### config.mk
export PLATFORM = sky130hd
export DESIGN_NAME = uart_tx_tick
export DESIGN_NICKNAME = d
export VERILOG_FILES = /design/src/rtl/uart_tx_tick.sv
export SDC_FILE = /design/constraint.sdc
export NUM_CORES = 1
export LEC_CHECK = 0
export CAP_MARGIN = 20
export CELL_PAD_IN_SITES_DETAIL_PLACEMENT = 0
export CELL_PAD_IN_SITES_GLOBAL_PLACEMENT = 2
export CORE_MARGIN = 3
export CORE_UTILIZATION = 33
export CTS_CLUSTER_DIAMETER = 30
export DETAILED_ROUTE_END_ITERATION = 10
export GPL_ROUTABILITY_DRIVEN = 0
export PLACE_DENSITY_LB_ADDON = 0.05
export SLEW_MARGIN = 5
export SYNTH_ARGS = -nofsm -noshare
export SYNTH_HDL_FRONTEND = slang
export SYNTH_SLANG_ARGS = --single-unit
### constraint.sdc
create_clock -name clk -period 2.8 [get_ports clk]
set_input_delay 0.42 -clock clk [delete_from_list [all_inputs] [get_ports clk]]
set_output_delay 0.42 -clock clk [all_outputs]
set_load 0.01 [all_outputs]
### src/rtl/uart_tx_tick.sv
// uart_tx_tick: tick-paced UART transmitter (start, DATA_BITS LSB first, optional even parity, STOP_BITS stop)
// Ports: clk, rst (sync, active-high), tick (one pulse per bit period),
//   tx_data/tx_valid/tx_ready (accept handshake), txd (registered serial line), busy.
// Optional parity stage compiled in when UART_TX_PARITY_EN is defined.
module uart_tx_tick #(
  parameter int DATA_BITS = 8,
  parameter int STOP_BITS = 1
) (
  input  logic                 clk,
  input  logic                 rst,
  input  logic                 tick,
  input  logic [DATA_BITS-1:0] tx_data,
  input  logic                 tx_valid,
  output logic                 tx_ready,
  output logic                 txd,
  output logic                 busy
);
`ifdef UART_TX_PARITY_EN
  typedef enum logic [2:0] {IDLE, SYNC, START, DATA, PARITY, STOP} state_t;
  logic r_par;
`else
  typedef enum logic [2:0] {IDLE, SYNC, START, DATA, STOP} state_t;
`endif
  state_t               r_state;
  logic [DATA_BITS-1:0] r_sh;
  logic [2:0]           r_bcnt;
  logic                 r_scnt;
  always_ff @(posedge clk) begin
    if (rst) begin
      r_state  <= IDLE;
      txd      <= 1'b1;
      tx_ready <= 1'b1;
      busy     <= 1'b0;
      r_sh     <= '0;
      r_bcnt   <= '0;
      r_scnt   <= 1'b0;
`ifdef UART_TX_PARITY_EN
      r_par    <= 1'b0;
`endif
    end else if (r_state == IDLE) begin
      txd <= 1'b1;
      // tick is deliberately ignored here; SYNC waits for the next one
      if (tx_valid && tx_ready) begin
        r_sh     <= tx_data;
`ifdef UART_TX_PARITY_EN
        r_par    <= ^tx_data;
`endif
        tx_ready <= 1'b0;
        busy     <= 1'b1;
        r_state  <= SYNC;
      end
    end else if (tick) begin
      case (r_state)
        SYNC: begin
          txd     <= 1'b0;
          r_state <= START;
        end
        START: begin
          txd     <= r_sh[0];
          r_sh    <= r_sh >> 1;
          r_bcnt  <= '0;
          r_state <= DATA;
        end
        DATA: begin
          if (r_bcnt == 3'(DATA_BITS - 1)) begin
`ifdef UART_TX_PARITY_EN
            txd     <= r_par;
            r_state <= PARITY;
`else
            txd     <= 1'b1;
            r_scnt  <= 1'b0;
            r_state <= STOP;
`endif
          end else begin
            txd    <= r_sh[0];
            r_sh   <= r_sh >> 1;
            r_bcnt <= r_bcnt + 3'd1;
          end
        end
`ifdef UART_TX_PARITY_EN
        PARITY: begin
          txd     <= 1'b1;
          r_scnt  <= 1'b0;
          r_state <= STOP;
        end
`endif
        STOP: begin
          if (r_scnt == 1'(STOP_BITS - 1)) begin
            tx_ready <= 1'b1;
            busy     <= 1'b0;
            r_state  <= IDLE;
          end else begin
            r_scnt <= r_scnt + 1'b1;
          end
        end
        default: begin
          txd      <= 1'b1;
          tx_ready <= 1'b1;
          busy     <= 1'b0;
          r_state  <= IDLE;
        end
      endcase
    end
  end
endmodule

==> impl_metrics.py <==
metrics = {
    "route": {
        "vias_per_cell": 5.18,
        "drt_iter0_drc": 12,
        "drc": 0,
        "wl_um": 1600,
        "first_pass_iters": 4,
        "via_count": 658,
        "postRouteAntennaNets": 0,
        "wl_per_cell_um": 12.6,
    },
    "clocking": {
        "cts.sinks": 17,
        "numCtsBuffers": 3,
        "cts_tree": "yes",
        "clkLatencyLatePin_ns": 0.30,
        "cts-root-buf": "clkbuf_4",
        "cts_setup_buffers": 0,
        "clk_pin_slew_ns": 0.11,
        "cts_max_path_buffers": 2,
        "cts_resized": 0,
        "cts_htree_levels": 1,
        "cts_hold_buf": 0,
    },
    "global_routing": {
        "grt_max_degree": 18,
        "grt_antenna_before_repair": 0,
        "grt_overflow": 0,
        "grt_usage_pct": 10.7,
        "grt_pass1_vias": 600,
        "grt_pass1_wl_um": 2700,
    },
    "layout": {
        "final_util_pct": 43.7,
        "fill_cells": 242,
        "n_antenna_cell": 0,
        "layout_commonest_cell": "dfxtp_1",
        "layout_common_cells": "dfxtp_1 (17), clkdlybuf4s50_1 (14), nor2_1 (9)",
        "layout.cells.non_filler": 127,
        "final_layout_size_suffix_gt1_share_pct": 13.1,
        "fin_nets": 114,
        "area_growth_pct": 21.5,
    },
    "setup_path": {
        "crit_required_ns": 3.03,
        "r2r_cells": 6,
        "crit_fanout": 17,
        "max_stage_delay_ns": 0.65,
        "endpoint_kind": "register",
        "rrSetupSlack_ns": 0.74,
        "regToRegEndpoint": "r_sh[7]",
        "startpoint": "r_bcnt[0]",
        "worstSetupPathType": "reg -> reg",
        "arrival_ns": 2.29,
        "worst_setup_path_start_kind": "register",
        "cpMostUsedCell": "ha_1",
        "rr_startpoint": "r_bcnt[0]",
        "path_cells": "ha_1 -> ha_1 -> nand2b_2 -> a221oi_4 -> nand3_1 -> a21oi_2",
        "slowest_stage": "a221oi_4",
        "cp-endpoint": "r_sh[7]",
    },
    "worst_hold_path": {
        "worst_hold_path_type": "reg -> reg",
        "hold_path_startpoint": "r_bcnt[1]",
    },
    "timing": {
        "hold_viol": 0,
        "rsz0062_at_grt": "false",
        "fmax_mhz": 484,
        "fin_worst_skew_ns": 0.00387,
        "tns_ns": 0,
        "finalMaxSlewViolations": 0,
        "fin_crit_sh_pct": 73.7,
        "period_needed_ns": 2.06,
        "worstMarginPinSlew_ns": 0.704,
        "relSlewSlack_pct": 53.1,
        "setup_viol": 0,
    },
    "power": {
        "power.density_nw_per_um2": 598,
        "peakVddDrop_v": 0.000387,
        "leakage_nw": 0.387,
    },
    "job": {
        "cap_violations": 0,
    },
    "synthesis": {
        "synth-warning-count": 0,
        "synth_top_family_by_area": "compound AO/OA/AOI/OAI gates",
        "syn_nets": 100,
        "synth_compound_area_share_pct": 21.9,
        "seq_area_frac_synth_pct": 41.1,
        "synth_cells": 86,
        "synthesis.area_um2": 827,
        "synth_xor_area_share_pct": 0,
        "synth.distinct_cells": 30,
        "synth-simple-area-share_pct": 20.7,
        "synthMuxAreaShare_pct": 8.47,
        "synth_seq_cells": 17,
        "synthAdderAreaFrac_pct": 3.03,
        "syn_area_per_cell_um2": 9.62,
    },
    "floorplan": {
        "ioPinCount": 15,
        "initial_core_util_pct": 36.0,
        "die-area_um2": 3140,
        "die-height_um": 56.1,
        "core_area_um2": 2300,
        "die_x_um": 56.1,
        "rows": 17,
    },
    "outcome": {
        "status": "completed",
    },
    "placed_design": {
        "portBuffers": 14,
        "place_hpwl_um": 1140,
        "placedCellCount": 123,
    },
}
report_power, final:
part	switching, mW	total (mW)	internal [mW]
Combinational	0.0775	0.163	0.0857
Sequential	0.0274	0.300	0.273
Clock	0.0831	0.138	0.0544
Total	0.188	0.601	0.413
critical path, delay by kind of cell, from the launching register on:
family | cells | cell delay [ns]
and+or+nand+nor | 2 | 0.39
adders and majority gates | 2 | 0.43
AOI/OAI and AO/OA | 2 | 0.81
DFF | 1 | 0.35
Yosys cell counts (all sizes together):
cell type  count  area share, %
a211oi         9            8.8
a21o           1           0.91
a21oi          8            5.3
a221o          1            1.2
a221oi         1            3.2
a31oi          2            1.5
and3           1           0.76
buf            3            2.9
clkbuf         3            1.4
dfxtp         17             41
ha             2            3.0
inv            1           0.45
mux2i          7            8.5
nand2          6            2.7
nand2b         2            1.8
nand3          2            1.2
nand4          3            2.3
nand4b         1            1.1
nand4bb        1            3.3
nor2          10            4.8
nor2b          1           0.76
nor3           2            1.2
o21ai          1            1.1
or2            1           0.76
sequential cells by signal, summed over array words and instances, names as in the netlist:
register,count
tx_ready,1
txd,1
busy,1
r_bcnt,3
r_state,3
r_sh,8
worst min-delay path by stage:
stage,to,slack (ns),cells past startpoint
5_1_grt,r_sh[7],0.50,2
2_1_floorplan,r_bcnt[1],0.44,2
3_3_place_gp,r_bcnt[1],0.45,2
6_report,r_bcnt[1],0.47,2
4_1_cts,r_bcnt[2],0.47,2
3_5_place_dp,r_bcnt[2],0.46,2
per-stage QoR:
| step | worst slack [ns] | hold slack [ns] | power, mW | cell area [um^2] |
|---|---|---|---|---|
| finish | 0.735 | 0.469 | 0.601 | 1000 |
| global route | 0.562 | 0.501 | 0.642 | 1000 |
| detailed placement | 0.489 | 0.457 | 0.471 | 975 |
| floorplan | 1.05 | 0.436 | 0.431 | 827 |
| CTS | 0.719 | 0.473 | 0.613 | 1000 |
| global placement | 0.550 | 0.445 | 0.471 | 975 |
layout make-up:
class	count	area [um^2]	area share, %
multi-input combinational	62	448	44.6
sequential	17	340	33.9
timing repair buffer	15	148	14.7
tap	28	35.0	3.49
clock buffer	3	22.5	2.24
clock inverter	1	7.51	0.747
inverter	1	3.75	0.374
routing by layer:
| layer | vias to the layer above | share of wire [%] | track usage, % |
|---|---|---|---|
| met2 | 13 | 43 | 15.7 |
| met5 | - | 0 | 0 |
| met4 | 0 | 0.87 | 3.05 |
| met3 | 2 | 5.7 | 4.41 |
| li1 | 344 | - | - |
| met1 | 299 | 51 | 14.3 |
kinds of logic after synthesis:
kind of cell,count (synthesis)
fa+ha+maj,2
compound gates,23
mux,7
buf+inv,7
simple gates,30
flops,17
Power figures use the tool's default switching activity.
